**src/rtl/radix_serial_adder.sv**
```systemverilog
// Digit-serial radix-RADIX adder, one digit pair per clock, LSD first, start/done handshake.
// Optional macro DIGIT_CHECK_EN: flag operand digits >= RADIX on err at acceptance.
module radix_serial_adder #(
  parameter int RADIX = 5,
  parameter int DW    = 3,
  parameter int NDIG  = 4
) (
  input  logic               clk,
  input  logic               rst,
  input  logic               start,
  input  logic [NDIG*DW-1:0] a,
  input  logic [NDIG*DW-1:0] b,
  output logic               ready,
  output logic               busy,
  output logic               done,
  output logic [NDIG*DW-1:0] sum,
  output logic               cout,
  output logic               err
);
  localparam int W  = NDIG * DW;
  localparam int IW = (NDIG > 1) ? $clog2(NDIG) : 1;
  localparam logic [DW:0]   RADIX_V = (DW+1)'(RADIX);
  localparam logic [IW-1:0] LAST    = IW'(NDIG - 1);

  typedef enum logic [1:0] {S_IDLE, S_RUN, S_DONE} state_t;

  state_t        state_q, state_d;
  logic [W-1:0]  a_q, a_d, b_q, b_d, sum_q, sum_d;
  logic          carry_q, carry_d, cout_q, cout_d;
  logic [IW-1:0] idx_q, idx_d;
  logic [DW:0]   s_raw, s_adj;
  logic [DW-1:0] digit;
  logic          carry_nx;

  // Single conditional subtraction; out-of-range digits simply follow this rule.
  always_comb begin
    s_raw    = {1'b0, a_q[DW-1:0]} + {1'b0, b_q[DW-1:0]} + {{DW{1'b0}}, carry_q};
    carry_nx = (s_raw >= RADIX_V);
    s_adj    = carry_nx ? (s_raw - RADIX_V) : s_raw;
    digit    = s_adj[DW-1:0];
  end

  always_comb begin
    state_d = state_q;
    a_d     = a_q;
    b_d     = b_q;
    sum_d   = sum_q;
    carry_d = carry_q;
    cout_d  = cout_q;
    idx_d   = idx_q;
    case (state_q)
      S_IDLE: begin
        if (start) begin
          a_d     = a;
          b_d     = b;
          carry_d = 1'b0;
          idx_d   = '0;
          state_d = S_RUN;
        end
      end
      S_RUN: begin
        a_d             = a_q >> DW;
        b_d             = b_q >> DW;
        sum_d           = sum_q >> DW;
        sum_d[W-1 -: DW] = digit;
        carry_d         = carry_nx;
        idx_d           = idx_q + IW'(1);
        if (idx_q == LAST) begin
          cout_d  = carry_nx;
          state_d = S_DONE;
        end
      end
      S_DONE:  state_d = S_IDLE;
      default: state_d = S_IDLE;
    endcase
  end

  always_ff @(posedge clk or posedge rst) begin
    if (rst) begin
      state_q <= S_IDLE;
      a_q     <= '0;
      b_q     <= '0;
      sum_q   <= '0;
      carry_q <= 1'b0;
      cout_q  <= 1'b0;
      idx_q   <= '0;
    end else begin
      state_q <= state_d;
      a_q     <= a_d;
      b_q     <= b_d;
      sum_q   <= sum_d;
      carry_q <= carry_d;
      cout_q  <= cout_d;
      idx_q   <= idx_d;
    end
  end

  assign ready = (state_q == S_IDLE);
  assign busy  = (state_q == S_RUN);
  assign done  = (state_q == S_DONE);
  assign sum   = sum_q;
  assign cout  = cout_q;

`ifdef DIGIT_CHECK_EN
  logic bad_digit;
  logic err_q;

  always_comb begin
    bad_digit = 1'b0;
    for (int i = 0; i < NDIG; i++) begin
      if ({1'b0, a[i*DW +: DW]} >= RADIX_V || {1'b0, b[i*DW +: DW]} >= RADIX_V)
        bad_digit = 1'b1;
    end
  end

  always_ff @(posedge clk or posedge rst) begin
    if (rst)
      err_q <= 1'b0;
    else if (state_q == S_IDLE && start)
      err_q <= bad_digit;
  end

  assign err = err_q;
`else
  assign err = 1'b0;
`endif

endmodule
```
**config.mk**
```make
export PLATFORM = sky130hd
export DESIGN_NAME = radix_serial_adder
export DESIGN_NICKNAME = d
export VERILOG_FILES = /design/src/rtl/radix_serial_adder.sv
export SDC_FILE = /design/constraint.sdc
export NUM_CORES = 1
export LEC_CHECK = 0
export ABC_AREA = 1
export CAP_MARGIN = 20
export CORE_MARGIN = 3
export CORE_UTILIZATION = 50
export DETAILED_ROUTE_END_ITERATION = 8
export GPL_ROUTABILITY_DRIVEN = 0
export HOLD_SLACK_MARGIN = 0.1
export MAX_ROUTING_LAYER = met4
export PLACE_DENSITY_LB_ADDON = 0.3
export SYNTH_ARGS = -nofsm -noshare
export SYNTH_HDL_FRONTEND = slang
export SYNTH_SLANG_ARGS = --single-unit
```
**constraint.sdc**
```tcl
create_clock -name clk -period 2.3 [get_ports clk]
set_input_delay 0.46 -clock clk [delete_from_list [all_inputs] [get_ports clk]]
set_output_delay 0.46 -clock clk [all_outputs]
set_load 0.05 [all_outputs]
```
# Word level (Yosys, flattened, before mapping)
# Index checks and enable logic that the tools add are counted.
[word_totals]
ff_bits = 42
[classes]
addsub = 4
n_lt_le_gt_ge = 1
n_eq_ne = 5
muxes = 12
reduce_logical = 5
[op_table]
columns = ["cell", "count"]
rows = [
  ["$pmux 12 s2", 2],
  ["$mux 12", 2],
  ["$pmux 2 s2", 2],
  ["$mux 2", 3],
  ["$reduce_and 2->1", 3],
  ["$add 3x3->4", 1],
  ["$add 4x1->4", 1],
  ["$eq 2x2->1 const B", 2],
  ["$ge 4x3->1 const B", 1],
  ["$mux 3", 1],
  ["$sub 3x3->3 const B", 1],
  ["$add 2x1->2 const B", 1],
  ["$eq 2x1->1 const B", 1],
  ["$logic_not 2->1", 1],
  ["$ne 2x1->1 const B", 1],
  ["$ne 2x2->1 const B", 1],
  ["$pmux 1 s2", 1],
  ["$reduce_bool 2->1", 1],
  ["$mux 1", 1],
]

# Depth between registers and ports, before layout
# Gate-level depths: netlist of run 1.
[depth]
ltp_word = 4
depth_mapped = 13
ltp_nobuf = 13

# Least setup slack after synthesis of run 1
# Ideal clock, no wire load.
[synth_path]
path_kind = "reg2reg"
startpoint = "register a_q[0]"
endpoint = "register carry_q"
t_arrival_ns = 1.899
t_required_ns = 2.174
path_slack_ns = 0.274
path_stages_with_launch = 12
n_path_buf = 0
path_cell_list = "dfrtp_1 -> inv_1 -> fa_1 -> inv_1 -> fa_1 -> inv_1 -> ha_1 -> nand2_1 -> nand3_1 -> nand2_1 -> nand2_1 -> o21ai_0"
[synth_between]
elab_chain_len = 4
[synth_rtl]
columns = ["element", "line", "rtl"]
rows = [
  ["start: declaration", "28", "logic [W-1:0] a_q, a_d, b_q, b_d, sum_q, sum_d;"],
  ["start signal: assignment", "81", "a_q <= '0;"],
  ["start signal: assignment", "89", "a_q <= a_d;"],
  ["$add 3x3->4", "37", "s_raw = {1'b0, a_q[DW-1:0]} + {1'b0, b_q[DW-1:0]} + {{DW{1'b0}}, carry_q};"],
  ["$add 4x1->4", "37", ""],
  ["$ge 4x3->1", "38", "carry_nx = (s_raw >= RADIX_V);"],
  ["$pmux 1 s2", "51", "case (state_q)"],
  ["end signal: assignment", "92", "carry_q <= carry_d;"],
  ["end: declaration", "29", "logic carry_q, carry_d, cout_q, cout_d;"],
]
# Every way passes these cells.
# A chain may end at the register's enable or synchronous reset.

# Worst setup path after layout of run 1
[layout_path]
startpoint = "register state_q[0]"
endpoint = "output port done"
[layout_between]
elab_chain_len = 1
[layout_rtl]
columns = ["element", "line", "rtl"]
rows = [
  ["start: declaration", "27", "state_t state_q, state_d;"],
  ["start signal: assignment", "88", "state_q <= state_d;"],
  ["$eq 2x2->1", "100", "assign done = (state_q == S_DONE);"],
  ["end: declaration", "15", "output logic done,"],
]
# Every way passes these cells.

==> results of run 1 <==
## worst max-delay path, delay by kind of cell, from the launching register on
kind / cells / cell delay, ns
simple gates: 1 / 0.13
flops: 1 / 0.48
buf+inv: 1 / 0.81
## state kept, by name (all words and copies together), names as in the netlist
name	cells
idx_q	2
cout	1
state_q	2
sum	12
a_q	12
b_q	12
carry_q	1
## kinds of logic after synthesis
logic type	count (synthesis)	share of synthesized area, %
AND/OR/NAND/NOR	114	23.3
AO/OA/AOI/OAI	43	11.0
other	1	0.187
flip-flops	42	52.4
adder cells (fa/ha/maj)	7	5.12
buffers and inverters	28	7.98
## synthesized netlist by cell type
library cell / instances / area share, %
fa_1: 2 / 2.0
nand3_1: 11 / 2.7
a22o_1: 1 / 0.44
dfrtp_1: 42 / 52
nand2_4: 2 / 1.1
a21oi_1: 1 / 0.25
buf_4: 2 / 0.75
ha_1: 5 / 3.1
buf_2: 2 / 0.50
conb_1: 1 / 0.19
nand2_2: 1 / 0.31
nor2_1: 23 / 4.3
o21ai_1: 15 / 3.7
buf_6: 6 / 3.4
nor2_4: 1 / 0.56
nand2_1: 76 / 14
o22ai_1: 2 / 0.62
inv_1: 16 / 3.0
o21ai_0: 24 / 6.0
inv_2: 2 / 0.37
## routing by layer
metal / GRT usage, % / vias to the layer above / wire [um] / part of all wire, %
met5: - / - / 0 / 0
met4: 5.86 / 0 / 74 / 1.8
met3: 5.51 / 9 / 206 / 5.1
met2: 29.2 / 40 / 1920 / 47
met1: 24.1 / 773 / 1850 / 46
li1: - / 824 / - / -
## worst max-delay path by stage
| stage | to | slack [ns] |
|---|---|---|
| CTS | carry_q$_DFFE_PP0P_ | 0.11 |
| global route | sum[9]$_DFFE_PP0P_ | 0.03 |
| detailed placement | carry_q$_DFFE_PP0P_ | 0.1 |
| global placement | carry_q$_DFFE_PP0P_ | 0.20 |
| finish | done | 0.13 |
| floorplan | carry_q$_DFFE_PP0P_ | 0.27 |
## repair_timing
action / CTS / global route
buffers inserted: 0 / 1
resized for setup: 0 / 6
endpoints found under the setup margin: 0 / 4
## placed cells by master, fill, tap and decap left out, drive strengths merged, types with 2 or more instances in the layout
cell type and n:
nand2 79, dfrtp 42, clkdlybuf4s50 40, o21ai 39, nor2 24, inv 18, nand3 11, clkbuf 6
ha 5, buf 5, o22ai 2, fa 2
## cell type report
cell class,instances,share of cell area (%)
inverter,18,2.66
clock inverter,2,0.492
timing repair buffer,45,17.7
tap,48,2.36
multi-input combinational,165,32.2
clock buffer,6,3.25
sequential,42,41.4
## metrics by stage
stage | setup WS [ns] | std cells | hold slack [ns] | utilization [%] | area [um^2]
after global routing | 0.0306 | 326 | 0.509 | 67.4 | 2540
after detailed placement | 0.0996 | 317 | 0.456 | 64.1 | 2420
final | 0.126 | 326 | 0.474 | 67.4 | 2540
after global placement | 0.204 | 317 | 0.449 | 64.1 | 2420
after CTS | 0.109 | 325 | 0.476 | 66.6 | 2510
after floorplan | 0.274 | 235 | 0.437 | - | 2010
==> flow_summary.ini, run 1 <==
[status]
outcome = complete, no violations

[sta]
drv_slew = 0
skew_ns = 0.00962
tns_ns = 0
setup_viol = 0
period_minus_slack_ns = 2.17
hold_viol_final = 0
tightest_slew_ns = 0.512
rsz0062_at_grt = no
relSlewSlack_pct = 65.8
timing.fmax_mhz = 460
fin_crit_sh_pct = 94.5

[layout]
area_delta_synth_final_pct = 26.7
multi_input_area_um2 = 817
layout.area.seq_um2 = 1050
nets = 311
n_fill_cell = 317
antenna_cells = 0
drive_gt1_share_pct = 8.63

[routing]
drc = 0
antenna_left = 0
via_per_inst = 5.05
wl_per_cell_um = 12.4
vias = 1646
first_iter_violations = 79
routed_wl_mm = 4.05
dr.pass1.iters = 4

[die]
die_x_um = 69.3
die_y_um = 69.3
die_area_um2 = 4810
core_um2 = 3770
io_pins = 44
rows = 22
initial_utilization_pct = 53.2

[synthesis]
ys_seq_elements = 42
syn_avg_cell_area_um2 = 8.53
ys_seq_area_share_pct = 52.4
syn_inst = 235
yosys_warnings = 0
syn_area_um2 = 2010
synth_nets = 269
synth_cell_types = 20

[setup_path]
slowest_stage = clkdlybuf4s50_1
crit_fanout = 4
reg2regPathDepth = 13
worstPathRequired_ns = 1.84
cp_data_arrival_time_ns = 1.71
slowest_delay_ns = 0.81
rrSetupSlack_ns = 0.20
startpoint = state_q[0]$_DFFE_PP0P_
reg2reg_from = a_q[0]$_DFFE_PP0P_
r2r-end = sum[9]$_DFFE_PP0P_
path_class = reg2out
critPathCaptureType = primary output
worstPathCellList = nor2_1 -> clkdlybuf4s50_1
cp-start-kind = flop

[global_routing]
grt_pass1_vias = 1640
grt_pass1_wl_mm = 7.12
antenna_found_initial = 0
grt_use_total_pct = 18.9
grt_max_degree = 43
gr-total-overflow = 0

[cts]
hold_buffers = 0
insertion_delay_ns = 0.30
cts.sinks = 42
cts_buffers = 5
clock_path_buffers = 2
clk_pin_slew_ns = 0.08
root_buffer = clkbuf_8
cts-htree-levels = 2
tritoncts = yes

[placed_design]
dp_hpwl_mm = 2.85
io_buffers = 42

[hold_path]
hold_start = a_q[10]$_DFFE_PP0P_
hold_class = reg2reg
min_to = a_q[10]$_DFFE_PP0P_
min_path_cells = 2

[flow_run]
max-cap-violations = 0
Power of run 1 is left out: the tool's default activity adds up to more than one toggle a clock period on the data nets, which glitch-free logic cannot reach.
==> run 2, diff against run 1 <==
- SLEW_MARGIN: unset -> 25
==> results of run 2 <==
No change in the layout: final DEF, timing and power equal those of run 1.
Power of run 2 is left out for the same reason.
==> run 3, diff against run 2 <==
- HOLD_SLACK_MARGIN: 0.1 -> 0.03
==> results of run 3 <==
No change in the layout: final DEF, timing and power equal those of run 1.
Power of run 3 is left out for the same reason.
